===== src/rtl/reg_counter_n.sv =====
// reg_counter_n: parametrised datapath register with load, step count, serial shift, zero and overflow flags.
// Build option REG_COUNTER_SATURATE_EN clamps overflowing INC/DEC instead of wrapping modulo 2^WIDTH.
module reg_counter_n #(
   parameter int unsigned      WIDTH     = 19,
   parameter logic [WIDTH-1:0] RESET_VAL = '0,
   parameter int unsigned      STEP      = 1
) (
   input  logic             CLK,
   input  logic             CLR_N,
   input  logic             CLR,
   input  logic             LOAD,
   input  logic             INC,
   input  logic             DEC,
   input  logic             SHL,
   input  logic             SHR,
   input  logic             SIN,
   input  logic [WIDTH-1:0] inpData,
   output logic [WIDTH-1:0] opData,
   output logic             ZERO,
   output logic             OVF,
   output logic             SOUT
);

   localparam logic [WIDTH:0] STEP_X = (WIDTH+1)'(STEP);

   logic [WIDTH-1:0] data_q, data_d;
   logic             ovf_q, ovf_d;
   logic             sout_q, sout_d;
   logic [WIDTH:0]   sum_ext, diff_ext;

   // Both operands are below 2^WIDTH, so bit WIDTH of the difference is the borrow (data_q < STEP).
   assign sum_ext  = {1'b0, data_q} + STEP_X;
   assign diff_ext = {1'b0, data_q} - STEP_X;

   always_comb begin
      // NOTE: every next-state signal gets a default first so no path can infer a latch.
      data_d = data_q;
      ovf_d  = 1'b0;
      sout_d = sout_q;
      if (CLR) begin
         data_d = RESET_VAL;
         sout_d = 1'b0;
      end else if (LOAD) begin
         data_d = inpData;
      end else if (INC || DEC) begin
         if (INC && !DEC) begin
            ovf_d = sum_ext[WIDTH];
`ifdef REG_COUNTER_SATURATE_EN
            data_d = sum_ext[WIDTH] ? '1 : sum_ext[WIDTH-1:0];
`else
            data_d = sum_ext[WIDTH-1:0];
`endif
         end else if (DEC && !INC) begin
            ovf_d = diff_ext[WIDTH];
`ifdef REG_COUNTER_SATURATE_EN
            data_d = diff_ext[WIDTH] ? '0 : diff_ext[WIDTH-1:0];
`else
            data_d = diff_ext[WIDTH-1:0];
`endif
         end
      end else if (SHL && !SHR) begin
         data_d = {data_q[WIDTH-2:0], SIN};
         sout_d = data_q[WIDTH-1];
      end else if (SHR && !SHL) begin
         data_d = {SIN, data_q[WIDTH-1:1]};
         sout_d = data_q[0];
      end
   end

   always_ff @(posedge CLK or negedge CLR_N) begin
      if (!CLR_N) begin
         data_q <= RESET_VAL;
         ovf_q  <= 1'b0;
         sout_q <= 1'b0;
      end else begin
         // NOTE: state registers use non-blocking assignments so all flops update together at the edge.
         data_q <= data_d;
         ovf_q  <= ovf_d;
         sout_q <= sout_d;
      end
   end

   assign opData = data_q;
   assign ZERO   = (data_q == '0);
   assign OVF    = ovf_q;
   assign SOUT   = sout_q;

endmodule


===== config.mk =====
export PLATFORM = sky130hd
export DESIGN_NAME = reg_counter_n
export DESIGN_NICKNAME = d
export VERILOG_FILES = /design/src/rtl/reg_counter_n.sv
export SDC_FILE = /design/constraint.sdc
export NUM_CORES = 1
export LEC_CHECK = 0
export BUFFER_PORTS_ARGS = -buffer_cell sky130_fd_sc_hd__buf_2
export CAP_MARGIN = 40
export CORE_MARGIN = 4
export CORE_UTILIZATION = 52
export DETAILED_ROUTE_END_ITERATION = 7
export GPL_TIMING_DRIVEN = 0
export PLACE_DENSITY = 0.77
export SYNTH_ARGS = -nofsm -noshare
export SYNTH_HDL_FRONTEND = slang
export SYNTH_SLANG_ARGS = --single-unit

===== constraint.sdc =====
create_clock -name CLK -period 3.1 [get_ports CLK]
set_clock_uncertainty 0.05 [all_clocks]
set_input_delay 0.155 -clock CLK [delete_from_list [all_inputs] [get_ports CLK]]
set_output_delay 0.155 -clock CLK [all_outputs]
set_load 0.01 [all_outputs]

# Yosys cells after proc, flatten, opt, wreduce, memory -nomap -nowiden
# Index checks and enable logic that the tools add are counted.
# Widths: inputs -> output; s select.
dict set report classes {
  addsub 2
  n_eq_ne 3
  n_mux 17
  reduce_logical 14
}
# cell count
set op_table {}
lappend op_table {{$mux 19} 7}
lappend op_table {{$add 19x1->20 const B} 1}
lappend op_table {{$sub 19x1->20 const B} 1}
lappend op_table {{$logic_not 19->1} 1}
lappend op_table {{$mux 1} 10}
lappend op_table {{$ne 5x3->1 const B} 1}
lappend op_table {{$reduce_bool 5->1} 1}
lappend op_table {{$logic_and 1x1->1} 4}
lappend op_table {{$logic_not 1->1} 4}
lappend op_table {{$ne 2x2->1 const B} 2}
lappend op_table {{$reduce_and 3->1} 1}
lappend op_table {{$reduce_bool 3->1} 1}
lappend op_table {{$reduce_and 2->1} 1}
lappend op_table {{$logic_or 1x1->1} 1}
dict set report word_totals {
  register_bits 21
  input_bits 28
  output_inout_bits 22
  word_cells 39
}

# Depth between registers and ports, before layout
dict set report logic_depth {
  ltp_word 7
  depth_mapped 8
  ltp_nobuf 7
}

# Worst setup path after synthesis
# No wires, ideal clock.
dict set report synth_path {
  path_kind {register -> register}
  startpoint {register data_q[0], in the netlist opData[0]}
  endpoint {register data_q[14], in the netlist opData[14]}
  setup_ps 133
  t_arrival_ps 1927
  required_time_ps 2917
  setup_slack_ps 990
  path_stages_with_launch 8
  n_path_buf 0
  synth_period_minus_slack_ps 2110
  path_cell_list {dfrtp_1 > ha_1 > and3b_1 > or3b_4 > o32ai_4 > xor2_1 > a211oi_1 > nor3_2}
}
dict set report synth_via {
  elab_chain_len 6
  elab_cells_between_ends 7
  classes_between {add/sub: 2; mux: 5}
}
# element line_no
set synth_rtl {}
lappend synth_rtl {{start, declared} 26} ;# logic [WIDTH-1:0] data_q, data_d;
lappend synth_rtl {{start signal, assigned} 77} ;# data_q <= data_d;
lappend synth_rtl {{$sub 19x1->20} 33} ;# assign diff_ext = {1'b0, data_q} - STEP_X;
lappend synth_rtl {{$mux 19} 53} ;# end else if (DEC && !INC) begin
lappend synth_rtl {{$mux 19 *} 46} ;# if (INC && !DEC) begin
lappend synth_rtl {{$mux 19 *} 45} ;# end else if (INC || DEC) begin
lappend synth_rtl {{$mux 19 *} 43} ;# end else if (LOAD) begin
lappend synth_rtl {{$mux 19 *} 40} ;# if (CLR) begin
# Every way passes the cells marked *; elsewhere a longest branch is shown, timed or not. The select of a mux whose other input is x is not followed.
# A chain may end at the register's enable or synchronous reset.

# Worst setup path in the final report
dict set report layout_path {
  startpoint {register data_q[8], in the netlist opData[8]}
  endpoint {register data_q[15], in the netlist opData[15]}
}
# Same word-level chain as after synthesis.

==> metrics.md <==
| Metric | Value |
|---|---|
| Mapped Avg Cell Area | `between 7 and 8 sq um` |
| Placement Rows | `24` |
| FF-to-FF setup slack | `around 730 ps` |
| Core ar. | `4354 sq um` |
| TritonCTS clock tree | `done` |
| Max-slew headroom | `roughly 42%` |
| Via count | `2786` |
| ANT cells | `0` |
| Post-Synthesis Cells | `roughly 320` |
| DRT Pass-1 Iters | `7` |
| DIE AREA | `approximately 5600 sq um` |
| Grt peak-use layer | `met2` |
| Synthesized area | `approximately 2300 sq um` |
| Worst Path Arrival | `2520 ps` |
| R2R Path End | `opData[15]` |
| Critical path origin | `opData[8]` |
| Setup CP Type | `flip-flop to flip-flop` |
| I/O Buffers | `47` |
| Hold Crit Endpoint | `opData[13]` |
| GR Util met1 | `39.38%` |
| Nets | `405` |
| Initial Util | `between 50% and 60%` |
| VDD IR max | `between 0.2 and 0.25 mV` |
| Area contributors post-synth | `dfrtp_1 23%, nand2_1 7.1%, a21oi_1 6.2%` |
| Critical hold path startpoint | `inpData[13]` |
| Antenna Nets Post-Route | `0` |
| Grt ovf | `0` |
| Worst Setup Start Kind | `flip-flop` |
| Multi-input logic area | `1610 sq um` |
| Maxcap violations | `0` |
| TritonCTS buffer count | `3` |
| Final Hold Fails | `0` |
| R2R Path Start | `opData[8]` |
| Largest net degree at the start of global routing | `22` |
| Fin cells | `426` |
| Htree depth | `1` |
| Synthesis-to-finish area growth | `15.30%` |
| Register area share after synthesis | `22.54%` |
| Ys flop type | `dfrtp_1` |
| Total Wirelength | `7667 um` |
| Design area | `around 2700 sq um` |
| Filler cell count | `412` |
| Clock root buffer | `clkbuf_8` |
| Die width | `74.95 um` |
| Post-CTS sizing | `0` |
| Min cycle time layout | `between 2000 and 2500 ps` |
| Area post-placement | `2631 sq um` |
| Routed len/inst | `18.00 um` |
| RSZ-0062 raised after global routing | `no` |
| Leak | `roughly 0.0012 uW` |
| Routed vias/inst | `6.540` |
| Clock sinks | `21` |
| Synth Register Bits | `21` |
| GR Util met2 | `40.43%` |
| Initial antenna violation count | `0` |
| Clk buf depth | `2` |
| Met3 Resource Use GR | `4.406%` |
| Hold path cells | `3` |
| Final setup vio count | `0` |
| Drt drc | `1` |
| Tot GR Track Use | `26.82%` |
| Post-synth EDFFs | `0` |
| Unique cell type count in the Yosys netlist | `between 60 and 70` |
| Status | `finished, violations left` |
| Clock Pin Slew Worst Setup and Hold Paths | `90 ps` |
| Critical path data required time | `3250 ps` |
| Die Y | `around 75 um` |
| CP Capture Type | `flip-flop` |
| Dpl hpwl | `roughly 5600 um` |
| P per Cell Area | `362.9 nW/um^2` |
| Violated checks | `design-rule violations` |
| Final GP Congestion | `between 0.9 and 1` |
| Synth warn | `0` |
| FFs w/ async S/R, synth | `100.0%` |
| Yosys top cell area share | `22.54%` |
| Worst hold path class | `input port to flip-flop` |
| Top cell type by total area after synthesis | `dfrtp_1` |
| R2R depth | `7` |
| Max frequency | `421.2 MHz` |
| Share of cells above drive strength 1 | `22.46%` |
| First-pass GRT wire length | `approximately 12000 um` |
| Crit path max fanout | `10` |
| Tcrit/Tclk final | `between 70% and 80%` |
| Iter 0 DRT Violations | `between 200 and 300` |
| Max Slew Vio Count | `0` |
| Num ports | `50` |
| Storage element area | `525.5 sq um` |
| Util after Layout | `between 60 and 70%` |
| Placed instance count | `421` |
| Worst-Skew Late Latency | `270 ps` |
| Setup TNS after final layout | `0 ps` |
| Slew @ Worst Pin | `857.8 ps` |
| Syn_nets | `352` |
| Number of global-route vias before repair | `around 2200` |
layout make-up:
cell class                      count  share of cell area (%)
Multi-Input combinational cell    259                   59.92
Buffer                             33                   6.006
Timing Repair Buffer               48                   9.125
Sequential cell                    21                   19.55
Tap cell                           52                   2.421
Inverter                            9                   1.257
Clock inverter                      1                  0.1862
Clock buffer                        3                   1.536
routing by layer:
| layer | vias up | routed length [um] |
|---|---|---|
| li1 | 1312 | - |
| met1 | 1279 | 3263 |
| met2 | 181 | 3436 |
| met3 | 14 | 836 |
| met4 | 0 | 130 |
| met5 | - | 0 |
kinds of logic after synthesis:
group / synth area share [%]
AND/OR/NAND/NOR: 33.60
adder cells (fa/ha/maj): 1.073
multiplexers: 2.630
buffers and inverters: 8.374
XOR/XNOR: 1.879
flip-flops: 22.54
AO/OA/AOI/OAI: 29.90
cells in the final DEF (no fill, tap or decap), drive strengths merged, types with 9 or more instances in the layout:
cell / netlist / layout
a31oi: 13 / 13
nor3: 13 / 13
clkbuf: 16 / 19
buf: 17 / 64
nor2: 25 / 25
a21oi: 29 / 29
nand2: 44 / 44
dfrtp: 21 / 21
inv: 9 / 9
nand3: 20 / 20
o21ai: 12 / 12
sequential cells by signal (all words and copies together) (netlist names):
register,cells
OVF,1
opData,19
SOUT,1
report_power, final:
group          internal, uW  switching (uW)
sequential              300            30.8
clock                  90.1             106
combinational           174             274
total                   564             411
stage by stage:
step           setup WS [ps]  hold WS (ps)  power, uW
2_1_floorplan          989.9        -190.6      641.9
3_5_place_dp           832.1         115.7      771.8
6_report               726.0         72.29      975.3
5_1_grt                646.8         86.32       1028
4_1_cts                815.7         78.61      965.1
3_3_place_gp           873.5         116.7      764.9
Yosys cell counts, drive strengths merged (2+ instances only):
library cell / instances
and3: 2
xnor2: 3
clkbuf: 16
dfrtp: 21
nor2b: 7
mux2i: 5
ha: 2
a221o: 2
xor2: 2
a21oi: 29
a2111oi: 3
a211oi: 3
a21o: 2
a22oi: 3
inv: 9
o21ai: 12
o22ai: 2
nand3b: 2
or3b: 2
o211ai: 3
nand3: 20
nor2: 25
o32a: 2
a31oi: 13
a311oi: 3
buf: 17
nand4: 8
nand2b: 5
or3: 3
nor4: 8
a221oi: 2
nand2: 44
nor3: 13
or2: 3
a32oi: 4
o31a: 3
worst max path at each step:
stage	end	cells past startpoint	slack, ps
floorplan	opData[14]	7	990
global placement	opData[14]	7	870
detailed placement	opData[14]	7	830
CTS	opData[14]	7	820
global route	opData[14]	7	650
finish	opData[15]	7	730
worst max-delay path, stage by stage (launching register included):
cell and delay, ps:
dfrtp_1 350, buf_2 210, nand4_1 190, nor4_1 780
and3_1 290, a21oi_1 90, xor2_1 170, a21oi_1 160
timing repair:
item	in CTS	in global routing
hold buffers	1	0
buffers inserted	0	0
endpoints found under the hold margin	21	0
(Power assumes the default switching activity.)
